--- config.mk ---
export PLATFORM = sky130hd
export DESIGN_NAME = puf_challenge_controller
export DESIGN_NICKNAME = d
export VERILOG_FILES = /design/src/rtl/puf_pkg.sv /design/src/rtl/puf_lfsr.sv /design/src/rtl/puf_challenge_controller.sv
export SDC_FILE = /design/constraint.sdc
export NUM_CORES = 1
export LEC_CHECK = 0
export ABC_AREA = 1
export CAP_MARGIN = 20
export CORE_ASPECT_RATIO = 0.5
export CORE_MARGIN = 2
export CORE_UTILIZATION = 53
export CTS_BUF_LIST = sky130_fd_sc_hd__clkbuf_4
export CTS_CLUSTER_SIZE = 24
export DETAILED_ROUTE_END_ITERATION = 10
export PLACE_DENSITY = 0.89
export SYNTH_ARGS = -nofsm -noshare
export SYNTH_HDL_FRONTEND = slang
export SYNTH_SLANG_ARGS = --single-unit
export TNS_END_PERCENT = 5
--- constraint.sdc ---
create_clock -name clk -period 2.2 [get_ports clk]
set_input_delay 0.33 -clock clk [delete_from_list [all_inputs] [get_ports clk]]
set_output_delay 0.33 -clock clk [all_outputs]
set_load 0.1 [all_outputs]
--- src/rtl/puf_pkg.sv ---
// -----------------------------------------------------------------------------
// puf_pkg
// Shared definitions for the PUF challenge controller:
//   - puf_state_e      : controller FSM states
//   - PUF_DEFAULT_TAPS : default Galois LFSR feedback mask (32-bit)
// -----------------------------------------------------------------------------
package puf_pkg;

    typedef enum logic [1:0] {
        ST_IDLE,
        ST_APPLY,
        ST_SAMPLE,
        ST_DONE
    } puf_state_e;

    localparam logic [31:0] PUF_DEFAULT_TAPS = 32'h8020_0003;

endpackage

--- src/rtl/puf_lfsr.sv ---
// -----------------------------------------------------------------------------
// puf_lfsr
// Galois LFSR that generates the challenge sequence.
// Ports:
//   clk, rst : clock, synchronous active-high reset (value returns to 0)
//   load     : load seed (a zero seed loads 1 so the register never locks up)
//   seed     : W-bit seed value
//   step     : advance one step: shift right, XOR TAPS if the bit shifted out is 1
//   value    : current LFSR state
// -----------------------------------------------------------------------------
module puf_lfsr
    import puf_pkg::*;
#(
    parameter int unsigned     W    = 32,
    parameter logic [W-1:0]    TAPS = W'(PUF_DEFAULT_TAPS)
) (
    input  logic         clk,
    input  logic         rst,
    input  logic         load,
    input  logic [W-1:0] seed,
    input  logic         step,
    output logic [W-1:0] value
);

    logic [W-1:0] value_q;
    logic [W-1:0] value_d;

    always_comb begin
        value_d = value_q;
        if (load) begin
            value_d = (seed == '0) ? W'(1) : seed;
        end else if (step) begin
            value_d = (value_q >> 1) ^ (value_q[0] ? TAPS : '0);
        end
    end

    always_ff @(posedge clk) begin
        if (rst) begin
            value_q <= '0;
        end else begin
            value_q <= value_d;
        end
    end

    assign value = value_q;

endmodule

--- src/rtl/puf_challenge_controller.sv ---
// -----------------------------------------------------------------------------
// puf_challenge_controller
// Drives a sequence of LFSR-generated challenges into a PUF, holds each one for
// SETTLE_CYCLES evaluation cycles, samples the response bit, and assembles
// RESP_W bits into resp_data delivered over a valid/ready handshake.
// Ports:
//   clk, rst               : clock, synchronous active-high reset
//   start, seed            : run request (accepted in IDLE only) and initial challenge
//   chal_out, puf_eval     : challenge to the PUF and its evaluate strobe
//   puf_resp               : PUF response bit, captured in SAMPLE
//   resp_data, resp_valid,
//   resp_ready             : collected response word and its handshake
//   busy                   : high in every state except IDLE
// Configuration:
//   PUF_MAJORITY_VOTE_EN   : when defined, each challenge is evaluated VOTES
//                            times and the stored bit is the majority result.
// -----------------------------------------------------------------------------
module puf_challenge_controller
    import puf_pkg::*;
#(
    parameter int unsigned          RESP_W        = 64,
    parameter int unsigned          CHAL_W        = 32,
    parameter logic [CHAL_W-1:0]    LFSR_TAPS     = CHAL_W'(PUF_DEFAULT_TAPS),
    parameter int unsigned          SETTLE_CYCLES = 4,
    parameter int unsigned          VOTES         = 3
) (
    input  logic              clk,
    input  logic              rst,
    input  logic              start,
    input  logic [CHAL_W-1:0] seed,
    output logic [CHAL_W-1:0] chal_out,
    output logic              puf_eval,
    input  logic              puf_resp,
    output logic [RESP_W-1:0] resp_data,
    output logic              resp_valid,
    input  logic              resp_ready,
    output logic              busy
);

    localparam int unsigned IDX_W = $clog2(RESP_W);
    localparam int unsigned SET_W = $clog2(SETTLE_CYCLES + 1);

    puf_state_e        state_q, state_d;
    logic [SET_W-1:0]  settle_q, settle_d;
    logic [IDX_W-1:0]  idx_q, idx_d;
    logic [RESP_W-1:0] resp_data_q, resp_data_d;

    logic              lfsr_load;
    logic              lfsr_step;
    logic [CHAL_W-1:0] lfsr_value;

    logic              last_eval;
    logic              bit_val;

`ifdef PUF_MAJORITY_VOTE_EN
    localparam int unsigned VOTE_W = $clog2(VOTES + 1);

    logic [VOTE_W-1:0] vote_q, vote_d;
    logic [VOTE_W-1:0] ones_q, ones_d;
    logic [VOTE_W-1:0] ones_n;
`else
    // VOTES has no effect without majority voting: one evaluation per challenge.
    localparam int unsigned EVALS = (VOTES > 0) ? 1 : 1;
`endif

    puf_lfsr #(
        .W    (CHAL_W),
        .TAPS (LFSR_TAPS)
    ) u_lfsr (
        .clk   (clk),
        .rst   (rst),
        .load  (lfsr_load),
        .seed  (seed),
        .step  (lfsr_step),
        .value (lfsr_value)
    );

    // Result of the current SAMPLE cycle: whether this is the last evaluation
    // of the challenge and, if so, the bit to store.
    always_comb begin
`ifdef PUF_MAJORITY_VOTE_EN
        ones_n    = ones_q + VOTE_W'(puf_resp);
        last_eval = (vote_q == VOTE_W'(VOTES - 1));
        bit_val   = (ones_n > VOTE_W'(VOTES / 2));
`else
        last_eval = (EVALS == 1);
        bit_val   = puf_resp;
`endif
    end

    always_comb begin
        state_d     = state_q;
        settle_d    = settle_q;
        idx_d       = idx_q;
        resp_data_d = resp_data_q;
        lfsr_load   = 1'b0;
        lfsr_step   = 1'b0;
`ifdef PUF_MAJORITY_VOTE_EN
        vote_d      = vote_q;
        ones_d      = ones_q;
`endif
        unique case (state_q)
            ST_IDLE: begin
                if (start) begin
                    lfsr_load   = 1'b1;
                    resp_data_d = '0;
                    idx_d       = '0;
                    settle_d    = '0;
`ifdef PUF_MAJORITY_VOTE_EN
                    vote_d      = '0;
                    ones_d      = '0;
`endif
                    state_d     = ST_APPLY;
                end
            end
            ST_APPLY: begin
                if (settle_q == SET_W'(SETTLE_CYCLES - 1)) begin
                    settle_d = '0;
                    state_d  = ST_SAMPLE;
                end else begin
                    settle_d = settle_q + SET_W'(1);
                end
            end
            ST_SAMPLE: begin
                if (!last_eval) begin
`ifdef PUF_MAJORITY_VOTE_EN
                    // Same challenge again; the LFSR is not stepped between votes.
                    vote_d = vote_q + VOTE_W'(1);
                    ones_d = ones_n;
`endif
                    state_d = ST_APPLY;
                end else begin
`ifdef PUF_MAJORITY_VOTE_EN
                    vote_d = '0;
                    ones_d = '0;
`endif
                    resp_data_d[idx_q] = bit_val;
                    if (idx_q == IDX_W'(RESP_W - 1)) begin
                        state_d = ST_DONE;
                    end else begin
                        idx_d     = idx_q + IDX_W'(1);
                        lfsr_step = 1'b1;
                        state_d   = ST_APPLY;
                    end
                end
            end
            ST_DONE: begin
                if (resp_ready) begin
                    state_d = ST_IDLE;
                end
            end
            default: state_d = ST_IDLE;
        endcase
    end

    always_ff @(posedge clk) begin
        if (rst) begin
            state_q     <= ST_IDLE;
            settle_q    <= '0;
            idx_q       <= '0;
            resp_data_q <= '0;
`ifdef PUF_MAJORITY_VOTE_EN
            vote_q      <= '0;
            ones_q      <= '0;
`endif
        end else begin
            state_q     <= state_d;
            settle_q    <= settle_d;
            idx_q       <= idx_d;
            resp_data_q <= resp_data_d;
`ifdef PUF_MAJORITY_VOTE_EN
            vote_q      <= vote_d;
            ones_q      <= ones_d;
`endif
        end
    end

    assign chal_out   = lfsr_value;
    assign puf_eval   = (state_q == ST_APPLY);
    assign busy       = (state_q != ST_IDLE);
    assign resp_valid = (state_q == ST_DONE);
    assign resp_data  = resp_data_q;

endmodule

==> results.md, run 1 <==
* Die Width at roughly 140 microns
* Pin count of the biggest net entering global routing at a little under 60
* CP Capture Type: flip-flop
* Synth Warn # at 0
* Vias per cell at about 5.7
* CP max FO at 32
* Final Non-Filler Cells at 891
* Maxcap violations at 0
* Post-Synth Simple-Gate Area at 21.9%
* Crit path capture: u_lfsr.value[9]$_SDFFE_PP0P_
* Maximum VDD drop at 0.000580 V
* I/O Pins at approximately 140
* Mapped Avg Cell Area at about 7.3 sq um
* Drc violations at 0
* CTS Sinks at around 110
* Pwr/cell area at slightly above 800 mW/mm^2
* Post-synth EDFFs at 0
* CTS H-tree lvls at 3
* Layout Nets at between 800 and 900
* Root Buffer Master: clkbuf_4
* Net count after synthesis at just under 700
* Tightest Pin Transition at between 0.6 and 0.7 ns
* Worst setup SP type: flip-flop
* Crit path DAT at roughly 2.4 ns
* Max Freq at between 500 and 600 MHz
* Vias in the first global route at 4,551
* Leakage at about 2.5 nW
* # setup viols final at 0
* Clock buffer depth at 2
* Final Slew Violations at 0
* Ys async rst share at 0%
* Count of input and output buffers at approximately 140
* Worst Setup SP: idx_q[1]$_SDFFE_PP0P_
* Dpl hpwl at 9210 microns
* Skew final at between 0.009 and 0.01 ns
* Seq cells post-synth at 107
* RR Startpoint: idx_q[1]$_SDFFE_PP0P_
* Layout area overhead at 29.3%
* Via count at 5,038
* Post-synthesis xor/xnor area fraction at less than 1%
* Clk slew on worst S/H paths at 0.15 ns
* Initial antenna violation count at 0
* Gpl congestion at between 0.9 and 1
* Distinct cells, synth at 30
* Setup TNS at 0 ns
* Hold Crit Class: in2reg
* Clock latency on the worst-skew pair at approximately 0.47 ns
* RR Endpoint: u_lfsr.value[9]$_SDFFE_PP0P_
* Post-CTS Setup Inserts at 0
* Largest family of logic cells by synthesized area: compound AO/OA/AOI/OAI gates
* CTS Hold Bufs at 0
* Final hold vios at 0
* Top FF cell, synth: dfxtp_1
* Commonest non-fill, non-tap cell in the layout: buf_4
* FF-to-FF path depth at 8
* CORE AREA at 0.00871 sq mm
* Die footprint at approximately 0.0098 sq mm
* Most used cells in the layout excluding fill and tap cells: buf_4 (114), a21oi_1 (111), dfxtp_1 (107)
* Initial detailed-routing violation count at approximately 450
* Global route total overflow at 0
* Part of the Yosys area used for sequential elements at between 40% and 50%
* Crit Path Category: reg2reg
* Finished Core Util at 70.5%
* WL per Instance at approximately 15 microns
* Placed insts at between 800 and 900
* Post-DRT Antenna Nets at 0
* Starting Density at between 50% and 60%
* Synthesized area at 0.00475 sq mm
* Period minus WS final at 1.94 ns
* Total wire length at 13,500 microns
* # diodes at 0
* CTS Buf Count at 9
* Status: finished clean
* Layout cells sized above 1 at 18.5%
* Mux contribution to synthesized area at 0%
* Compound-Gate Fraction of Synth Area at between 20% and 30%
* Fin crit share at around 88%
* # rows at 24
* Slew headroom at 59.7%
* Critical Path RT at between 2 and 3 ns
* First-pass GRT wire length at approximately 22,000 microns
* Post-CTS sizing at 0
* All-Layer GR Usage at roughly 28%
* Die height at 70.9 microns
* RSZ-0062 raised after global routing: false
* CTS tree: done
* Post-Syn Instances at 647
* DRT Pass-1 Iters at 5
* R2r setup slk at 0.26 ns
* Post-synthesis adder-cell area fraction at less than 1%
==> report_power, final <==
group	internal, mW	switching, mW	leakage [nW]
clock	0.573	0.654	0.0959
sequential	2.05	0.0942	0.869
combinational	0.356	1.21	1.52
==> cell usage after synthesis (4+ instances only) <==
| cell type | n | share of area, % |
|---|---|---|
| a211oi_1 | 25 | 4.0 |
| a21oi_1 | 111 | 12 |
| a22oi_1 | 13 | 2.1 |
| buf_1 | 4 | 0.32 |
| buf_2 | 5 | 0.53 |
| clkbuf_1 | 26 | 2.1 |
| dfxtp_1 | 107 | 45 |
| inv_1 | 39 | 3.1 |
| nand2_1 | 104 | 8.2 |
| nand3_1 | 39 | 4.1 |
| nor2_1 | 65 | 5.1 |
| nor3_1 | 28 | 3.0 |
| o21ai_0 | 55 | 5.8 |
==> critical path: stages (launching register included) <==
cell and delay (ns):
dfxtp_1 0.48, ha_1 0.21, nand2_1 0.09, nor2_2 0.16, nand2_1 0.10, nand2_1 0.19
buf_4 0.35, o21ai_0 0.14, a21oi_1 0.14
==> area by class of cell <==
class	count	area (sq um)
sequential	107	2140
fill	742	2570
multi-input combinational	458	2260
tap	117	146
inverter	41	154
timing repair buffer	152	1250
clock inverter	7	116
clock buffer	9	67.6
==> routing by layer <==
| metal | track usage (%) | up-vias | routed length (microns) |
|---|---|---|---|
| met2 | 44.1 | 224 | 6270 |
| met3 | 6.31 | 13 | 1000 |
| met4 | 8.05 | 0 | 135 |
| li1 | - | 2465 | - |
| met5 | 0 | - | 0 |
| met1 | 38.4 | 2336 | 6100 |
==> flip-flops by register name, indices dropped and copies added, names as in the netlist <==
register and cells:
u_lfsr.value 32, resp_data 64, settle_q 3, state_q 2, idx_q 6
==> logic make-up after synthesis <==
| kind of cell | count (synthesis) |
|---|---|
| AND/OR/NAND/NOR | 243 |
| flip-flops | 107 |
| adder cells (fa/ha/maj) | 2 |
| AO/OA/AOI/OAI | 212 |
| buffers and inverters | 82 |
| XOR/XNOR | 1 |
==> worst min path at each step <==
stage	cells past startpoint	to	slack, ns	start
2_1_floorplan	2	settle_q[2]$_SDFFE_PP0P_	0.42	settle_q[2]$_SDFFE_PP0P_
4_1_cts	2	resp_data[8]$_SDFFE_PP0P_	0.21	rst
3_3_place_gp	2	settle_q[2]$_SDFFE_PP0P_	0.44	settle_q[2]$_SDFFE_PP0P_
3_5_place_dp	2	settle_q[2]$_SDFFE_PP0P_	0.44	settle_q[2]$_SDFFE_PP0P_
5_1_grt	2	u_lfsr.value[31]$_SDFFE_PP0P_	0.22	rst
6_report	2	u_lfsr.value[31]$_SDFFE_PP0P_	0.23	rst
==> through the flow <==
stage          hold slack (ns)  instance area (sq um)  setup slack [ns]  power, mW
2_1_floorplan            0.422                   4750             0.401       3.37
3_3_place_gp             0.435                   5950             0.310       3.72
3_5_place_dp             0.438                   5950             0.208       3.74
4_1_cts                  0.212                   6140             0.285       4.94
5_1_grt                  0.220                   6140            0.0130       5.12
6_report                 0.233                   6140             0.260       4.94
(Power assumes the default switching activity.)
==> run 2: changes to the inputs <==
--- a/config.mk
+++ b/config.mk
@@ -6,9 +6,8 @@
 export NUM_CORES = 1
 export LEC_CHECK = 0
-export ABC_AREA = 1
 export CAP_MARGIN = 20
 export CORE_ASPECT_RATIO = 0.5
 export CORE_MARGIN = 2
-export CORE_UTILIZATION = 53
+export CORE_UTILIZATION = 54
 export CTS_BUF_LIST = sky130_fd_sc_hd__clkbuf_4
 export CTS_CLUSTER_SIZE = 24
==> constraint.sdc (replaced) <==
create_clock -name clk -period 2.2 [get_ports clk]
set_input_delay 0.33 -clock clk [delete_from_list [all_inputs] [get_ports clk]]
set_output_delay 0.33 -clock clk [all_outputs]
set_load 0.05 [all_outputs]
==> run 2 against run 1 <==
Against the previous run:
- synthesized cell count decreased by 6.2%
- cell area is 6.4% higher
- largest cell class unchanged
- combinational power is 56% lower
==> results.md, run 2 <==
* Die Width at 141 microns (+1.9%)
* Clock latency on the worst-skew pair at 0.49 ns (+0.02 ns)
* Worst Setup SP: u_lfsr.value[22]$_SDFFE_PP0P_
* Most numerous cell in the Yosys netlist: dfxtp_1
* Fillers at 687 (-7.4%)
* Seq cells post-synth at 107 (unchanged)
* CTS H-tree lvls at 3 (unchanged)
* Via count at 5,236 (+3.9%)
* Area share of the largest cell type after synthesis at 42.6% (-2.5 points)
* Clock Power Share at 30.1% (+5.2 points)
* Most used cells in the layout excluding fill and tap cells: clkdlybuf4s50_1 (129), dfxtp_1 (107), nand3_1 (74)
* Worst hold margin at 0.337 ns (+0.104 ns)
* Final instance area at 0.00653 sq mm (+6.4%)
* # setup viols final at 0 (unchanged)
* Initial detailed-routing violation count at 549 (+21%)
* Dpl hpwl at 9800 microns (+6.4%)
* R2r setup slk at 0.27 ns (about the same)
* CP max FO at 3 (-91%)
* Crit path capture: chal_out[22]
* Cell taking the most area after synthesis: dfxtp_1
* Commonest non-fill, non-tap cell in the layout: clkdlybuf4s50_1
* Root Buffer Master: clkbuf_4
* I/O Pins at 136 (unchanged)
* Sw frac at 29.8% (-9.9 points)
* Pwr/cell area at 598 mW/mm^2 (-26%)
* Clk slew on worst S/H paths at 0.16 ns (about the same)
* Finished Core Util at 73.5% (+3.0 points)
* Post-CTS Setup Inserts at 0 (unchanged)
* FF-to-FF path depth at 4 (-4)
* Vias per cell at 6.37 (+13%)
* Maxcap violations at 0 (unchanged)
* Critical Path RT at 1.87 ns (-0.74 ns)
* Crit path DAT at 1.73 ns (-0.62 ns)
* Layout cells sized above 1 at 7.66% (-11 points)
* CP max stage cell: clkdlybuf4s50_1
* Initial antenna violation count at 0 (unchanged)
* DRT Pass-1 Iters at 6 (+1)
* Die height at 72.3 microns (+1.9%)
* Crit Path Category: reg2out
* Tightest Pin Transition at 0.631 ns (+0.0264 ns)
* Mapped Avg Cell Area at 8.29 sq um (+13%)
* Die footprint at 0.0102 sq mm (+3.8%)
* CP peak stage delay at 0.84 ns (+0.36 ns)
* Setup TNS at 0 ns (unchanged)
* Cell depth of the worst setup path at 1 (-7)
* Layout Nets at 739 (-8.5%)
* Drc violations at 0 (unchanged)
* RR Startpoint: state_q[1]$_SDFFE_PP0P_
* CTS tree: done
* Register area at 0.00214 sq mm (unchanged)
* Net count after synthesis at 646 (-5.8%)
* Ys async rst share at 0% (unchanged)
* Global route total overflow at 0 (unchanged)
* Gpl congestion at 0.801 (-15%)
* Post-Syn Instances at 607 (-6.2%)
* CTS Sinks at 107 (unchanged)
* Top FF cell, synth: dfxtp_1
* Distinct cells, synth at 47 (+57%)
* Synth Warn # at 0 (unchanged)
* First-pass GRT wire length at 23,800 microns (+9.5%)
* Vias in the first global route at 4,735 (+4.0%)
* Skew final at 0.0163 ns (+0.00633 ns)
* Total power at 3.91 mW (-21%)
* Count of input and output buffers at 135 (unchanged)
* Max Freq at 485 MHz (-5.9%)
* Part of the power in registers at 52.4% (+9.0 points)
* RR Endpoint: resp_data[62]$_SDFFE_PP0P_
* Maximum VDD drop at 0.000373 V (-36%)
* Final hold vios at 0 (unchanged)
* WL per Instance at 18.2 microns (+20%)
* P_int at 2.74 mW (-7.8%)
* Final Slew Violations at 0 (unchanged)
* Period minus WS final at 2.06 ns (+0.122 ns)
* Post-DRT Antenna Nets at 0 (unchanged)
* Slew headroom at 57.9% (-1.8 points)
* Layout area overhead at 29.8%
* Pin count of the biggest net entering global routing at 65 (+10%)
* Worst setup SP type: flip-flop
* Max reg flops at 64 (unchanged)
* Crit-path cells: clkdlybuf4s50_1
* Buf/Inv on CP at 1 (unchanged)
* CORE AREA at 0.00889 sq mm (+2.1%)
* Synth top cells by count: dfxtp_1 (107), nand3_1 (74), a21oi_1 (73), nand2_1 (70), o211ai_1 (65)
* CTS Buf Count at 9 (unchanged)
* # rows at 24 (unchanged)
* Total wire length at 15,000 microns (+11%)
* Part of the Yosys area used for sequential elements at 42.6% (-2.5 points)
* Fin crit share at 93.7% (+5.5 points)
* Leakage at 2.06 nW (-17%)
* Clock buffer depth at 2 (unchanged)
* RSZ-0062 raised after global routing: false
* All-Layer GR Usage at 29.1% (+1.3 points)
* Multi-input logic area at 0.00252 sq mm (+11%)
* CP Capture Type: primary output
* Hold Crit Class: in2reg
* Post-synth EDFFs at 0 (unchanged)
* Net Switching at 1.16 mW (-41%)
* Status: finished clean
* Synthesized area at 0.00503 sq mm (+6.0%)
* DP Area at 0.00636 sq mm (+6.9%)
* Starting Density at 56.6% (+2.1 points)
* Comb power frac at 17.5% (-14 points)
* # diodes at 0 (unchanged)
* Top delay family on crit path: buffers and inverters
* Synth top area cells: dfxtp_1 (43%), o211ai_1 (9.7%), nand3_1 (7.4%)
-- run 2: power groups by stage --
| stage | clock [mW] | combinational [mW] | sequential (mW) |
|---|---|---|---|
| finish | 1.18 | 0.683 | 2.05 |
| detailed placement | 0 | 0.680 | 2.09 |
| global route | 1.24 | 0.727 | 2.05 |
| floorplan | 0 | 0.273 | 2.25 |
| CTS | 1.16 | 0.681 | 2.04 |
| global placement | 0 | 0.670 | 2.08 |
-- run 2: final cells by class --
| cell class | instances | share of cell area (%) |
|---|---|---|
| clock buffers | 11 | 1.26 |
| clock inverters | 5 | 1.32 |
| inverters | 6 | 0.345 |
| multi-input cells | 423 | 38.6 |
| flip-flops and latches | 107 | 32.8 |
| well taps | 117 | 2.24 |
| repair buffers | 153 | 23.5 |
-- run 2: cell families after synthesis --
group / count (synthesis) / synth area share, %
flip-flops: 107 / 42.6
XOR/XNOR: 3 / 0.522
AO/OA/AOI/OAI: 184 / 25.6
buffers and inverters: 77 / 7.58
multiplexers: 3 / 0.646
AND/OR/NAND/NOR: 231 / 22.6
adder cells (fa/ha/maj): 2 / 0.497
-- run 2: how the worst min path moves through the flow --
stage | startpoint | end | slack (ns) | cells after the start
2_1_floorplan | settle_q[2]$_SDFFE_PP0P_ | settle_q[2]$_SDFFE_PP0P_ | 0.41 | 2
3_3_place_gp | settle_q[2]$_SDFFE_PP0P_ | settle_q[2]$_SDFFE_PP0P_ | 0.42 | 2
3_5_place_dp | settle_q[2]$_SDFFE_PP0P_ | settle_q[2]$_SDFFE_PP0P_ | 0.43 | 2
4_1_cts | rst | settle_q[0]$_SDFFE_PP0P_ | 0.34 | 2
5_1_grt | rst | resp_data[3]$_SDFFE_PP0P_ | 0.36 | 2
6_report | rst | settle_q[0]$_SDFFE_PP0P_ | 0.34 | 2
-- run 2: metal layers --
metal	up-vias	GRT usage (%)	wire length, microns
li1	2426	-	-
met2	274	45.7	6990
met1	2499	39.9	6360
met4	0	10.4	290
met3	37	7.06	1350
met5	-	0	0
-- run 2: stage by stage --
step,instances,setup slack [ns]
after floorplan,607,0.531
after global placement,806,0.233
after detailed placement,806,0.217
after CTS,822,0.123
after global routing,822,0.0959
final,822,0.138
-- run 2: what timing repair did --
action                                  CTS  global route
endpoints found under the hold margin     0             0
hold buffers                              0             0
endpoints found under the setup margin    1             0
gates resized for setup                   1             0
==> run 3: changes to the inputs <==
- REMOVE_ABC_BUFFERS: default -> 1
- SYNTH_HIERARCHICAL: default -> 1
==> run 3 against run 2 <==
Against the previous run:
- total power shrank 9.5%
- critical path depth increased by 8
- worst hold slack got worse by 0.17 ns
- combinational power decreased by 24%
- final cell count shrank 4.7%
- register-to-register slack lost 0.11 ns
- critical path type is now reg2reg
==> results.md, run 3 <==
* Pwr/cell area at 538 mW/mm^2 (-10%)
* First-pass GRT wire length at 20,300 microns (-15%)
* Die footprint at 0.0102 sq mm (+0.60%)
* Fin crit share at 92.6% (-1.1 points)
* Most used cells in the layout excluding fill and tap cells: clkdlybuf4s50_1 (131), dfxtp_1 (107), nor2_1 (72)
* Crit Path Category: reg2reg
* CTS tree: done
* Ys async rst share at 0% (unchanged)
* Gpl congestion at 0.796 (-0.65%)
* Leakage at 2.57 nW (+25%)
* # rows at 24 (unchanged)
* CORE AREA at 0.00892 sq mm (+0.34%)
* Period minus WS final at 2.04 ns (-0.0249 ns)
* # diodes at 0 (unchanged)
* Most numerous cell in the Yosys netlist: dfxtp_1
* Setup TNS at 0 ns (unchanged)
* Worst setup SP type: flip-flop
* Maximum VDD drop at 0.000357 V (-4.4%)
* Initial antenna violation count at 0 (unchanged)
* Worst hold margin at 0.170 ns (-0.167 ns)
* Layout area overhead at 29.7% (about the same)
* Clock latency on the worst-skew pair at 0.46 ns (-0.03 ns)
* Post-Syn Instances at 545 (-10%)
* Slew headroom at 61.1% (+3.2 points)
* CTS H-tree lvls at 3 (unchanged)
* Hold Crit Class: in2reg
* Post-DRT Antenna Nets at 0 (unchanged)
* Status: finished clean
* Final instance area at 0.00657 sq mm (+0.54%)
* Critical Path RT at 2.58 ns (+0.71 ns)
* Layout cells sized above 1 at 12.6% (+5.0 points)
* CP peak stage delay at 0.44 ns (-0.40 ns)
* WL per Instance at 16.0 microns (-12%)
* Clock buffer depth at 2 (unchanged)
* Die height at 72.5 microns (+0.30%)
* Part of the Yosys area used for sequential elements at 42.3% (-0.26 points)
* Clk slew on worst S/H paths at 0.16 ns (about the same)
* Skew final at 0.0197 ns (+0.00342 ns)
* CTS Hold Bufs at 0 (unchanged)
* Dpl hpwl at 8860 microns (-9.5%)
* Maxcap violations at 0 (unchanged)
* All-Layer GR Usage at 24.7% (-4.5 points)
* Finished Core Util at 73.6% (+0.15 points)
* Synth top area cells: dfxtp_1 (42%), mux2i_1 (11%), o211ai_2 (6.4%)
* Via count at 4,392 (-16%)
* Seq cells post-synth at 107 (unchanged)
* CTS Sinks at 107 (unchanged)
* Total power at 3.54 mW (-9.5%)
* Max Freq at 491 MHz (+1.2%)
* Distinct cells, synth at 48 (+2.1%)
* RSZ-0062 raised after global routing: false
* Area share of the largest cell type after synthesis at 42.3% (-0.26 points)
* DRT Pass-1 Iters at 5 (-1)
* Root Buffer Master: clkbuf_4
* Final hold vios at 0 (unchanged)
* Synthesized area at 0.00506 sq mm (+0.62%)
* Crit-path most repeated cell: nand2_1
* Crit-path cells: ha_1 -> nand2_1 -> o21ai_1 -> clkinv_1 -> buf_4 -> nand2_1 -> xnor2_1 -> nor2_1 -> a211oi_2
* # setup viols final at 0 (unchanged)
* I/O Pins at 136 (unchanged)
* Vias per cell at 5.61 (-12%)
* CP Capture Type: flip-flop
* Starting Density at 56.8% (+0.16 points)
* Die Width at 141 microns (+0.30%)
* Synth Warn # at 6 (+6)
* Commonest non-fill, non-tap cell in the layout: clkdlybuf4s50_1
* Global route total overflow at 0 (unchanged)
* Max reg flops at 64 (unchanged)
* Layout Nets at 700 (-5.3%)
* Initial detailed-routing violation count at 199 (-64%)
* Count of input and output buffers at 135 (unchanged)
* Post-synth EDFFs at 0 (unchanged)
* CTS Buf Count at 9 (unchanged)
* Top FF cell, synth: dfxtp_1
* Final Slew Violations at 0 (unchanged)
* Post-CTS Setup Inserts at 0 (unchanged)
* Crit path DAT at 2.41 ns (+0.68 ns)
* Vias in the first global route at 4,143 (-13%)
* Mapped Avg Cell Area at 9.29 sq um (+12%)
* Tightest Pin Transition at 0.581 ns (-0.0500 ns)
* Drc violations at 0 (unchanged)
* Synth top cells by count: dfxtp_1 (107), nor2_1 (72), nand2_1 (65), mux2i_1 (57), a21oi_1 (40)
* Cell taking the most area after synthesis: dfxtp_1
* CP max FO at 35 (+32)
* CP max stage cell: buf_4
* Pin count of the biggest net entering global routing at 65 (unchanged)
* DP Area at 0.00643 sq mm (+1.0%)
* Total wire length at 12,600 microns (-16%)
[run 3: cell types whose count changed after synthesis, moves of 5 or more]
cell,delta
nand2_1,-5
and2_1,-5
buf_6,+8
o211ai_1,-55
o31ai_1,+33
o211ai_2,+26
mux2i_1,+56
buf_2,-10
nor3_1,-27
nand3_1,-66
a311oi_1,-28
a21oi_1,-33
clkbuf_1,-17
nor2_1,+62
[run 3: worst max-delay path, delay by kind of cell, from the launching register on]
kind | cells | cell delay (ns)
xor gates and xnor gates | 1 | 0.16
and+or+nand+nor | 3 | 0.36
adders and majority gates | 1 | 0.24
AOI/OAI and AO/OA | 2 | 0.34
DFF | 1 | 0.34
buffers and inverters | 2 | 0.50
[run 3: where the power goes]
part | leakage, nW | internal, mW | switching [mW]
Sequential | 0.867 | 1.98 | 0.0361
Combinational | 1.63 | 0.198 | 0.318
Clock | 0.0768 | 0.363 | 0.642
[run 3: logic make-up after synthesis]
family	Yosys count	share of synthesized area (%)
compound gates	126	19.4
xor+xnor	3	0.519
fa+ha+maj	2	0.494
buf+inv	52	6.40
flops	107	42.3
mux	57	11.3
simple gates	198	19.6
[run 3: timing repair]
item	in CTS	in global routing
hold endpoints to repair	0	0
gates resized for setup	1	0
setup endpoints to repair	1	0
[run 3: worst paths after layout]
check	slack (ns)	startpoint	endpoint	depth (start not counted)
min	0.17	rst	u_lfsr/value[29]$_SDFFE_PP0P_	2
max reg2reg	0.16	idx_q[0]$_SDFFE_PP0P_	u_lfsr/value[0]$_SDFFE_PP0P_	9
min reg2reg	0.47	resp_data[56]$_SDFFE_PP0P_	resp_data[56]$_SDFFE_PP0P_	2
max	0.16	idx_q[0]$_SDFFE_PP0P_	u_lfsr/value[0]$_SDFFE_PP0P_	9
[run 3: per-stage QoR]
| step | setup slack, ns | instances |
|---|---|---|
| 2_1_floorplan | -0.587 | 496 |
| 3_3_place_gp | 0.164 | 767 |
| 3_5_place_dp | 0.0432 | 767 |
| 4_1_cts | 0.124 | 783 |
| 5_1_grt | 0.0378 | 783 |
| 6_report | 0.163 | 783 |
[run 3: area by class of cell]
class | count | area [sq um]
clock inverter | 6 | 65.1
tap | 117 | 146
sequential | 107 | 2140
multi-input combinational | 386 | 2600
fill | 654 | 2350
timing repair buffer | 154 | 1520
clock buffer | 10 | 75.1
inverter | 3 | 16.3
[run 3: layer usage]
layer	part of all wire [%]	GRT usage, %	routed length (microns)	vias up
met5	0	0	0	-
met4	1.6	6.00	197	0
met3	7.1	8.91	894	22
met2	47	41.7	5940	139
met1	44	30.7	5520	2060
li1	-	-	-	2171
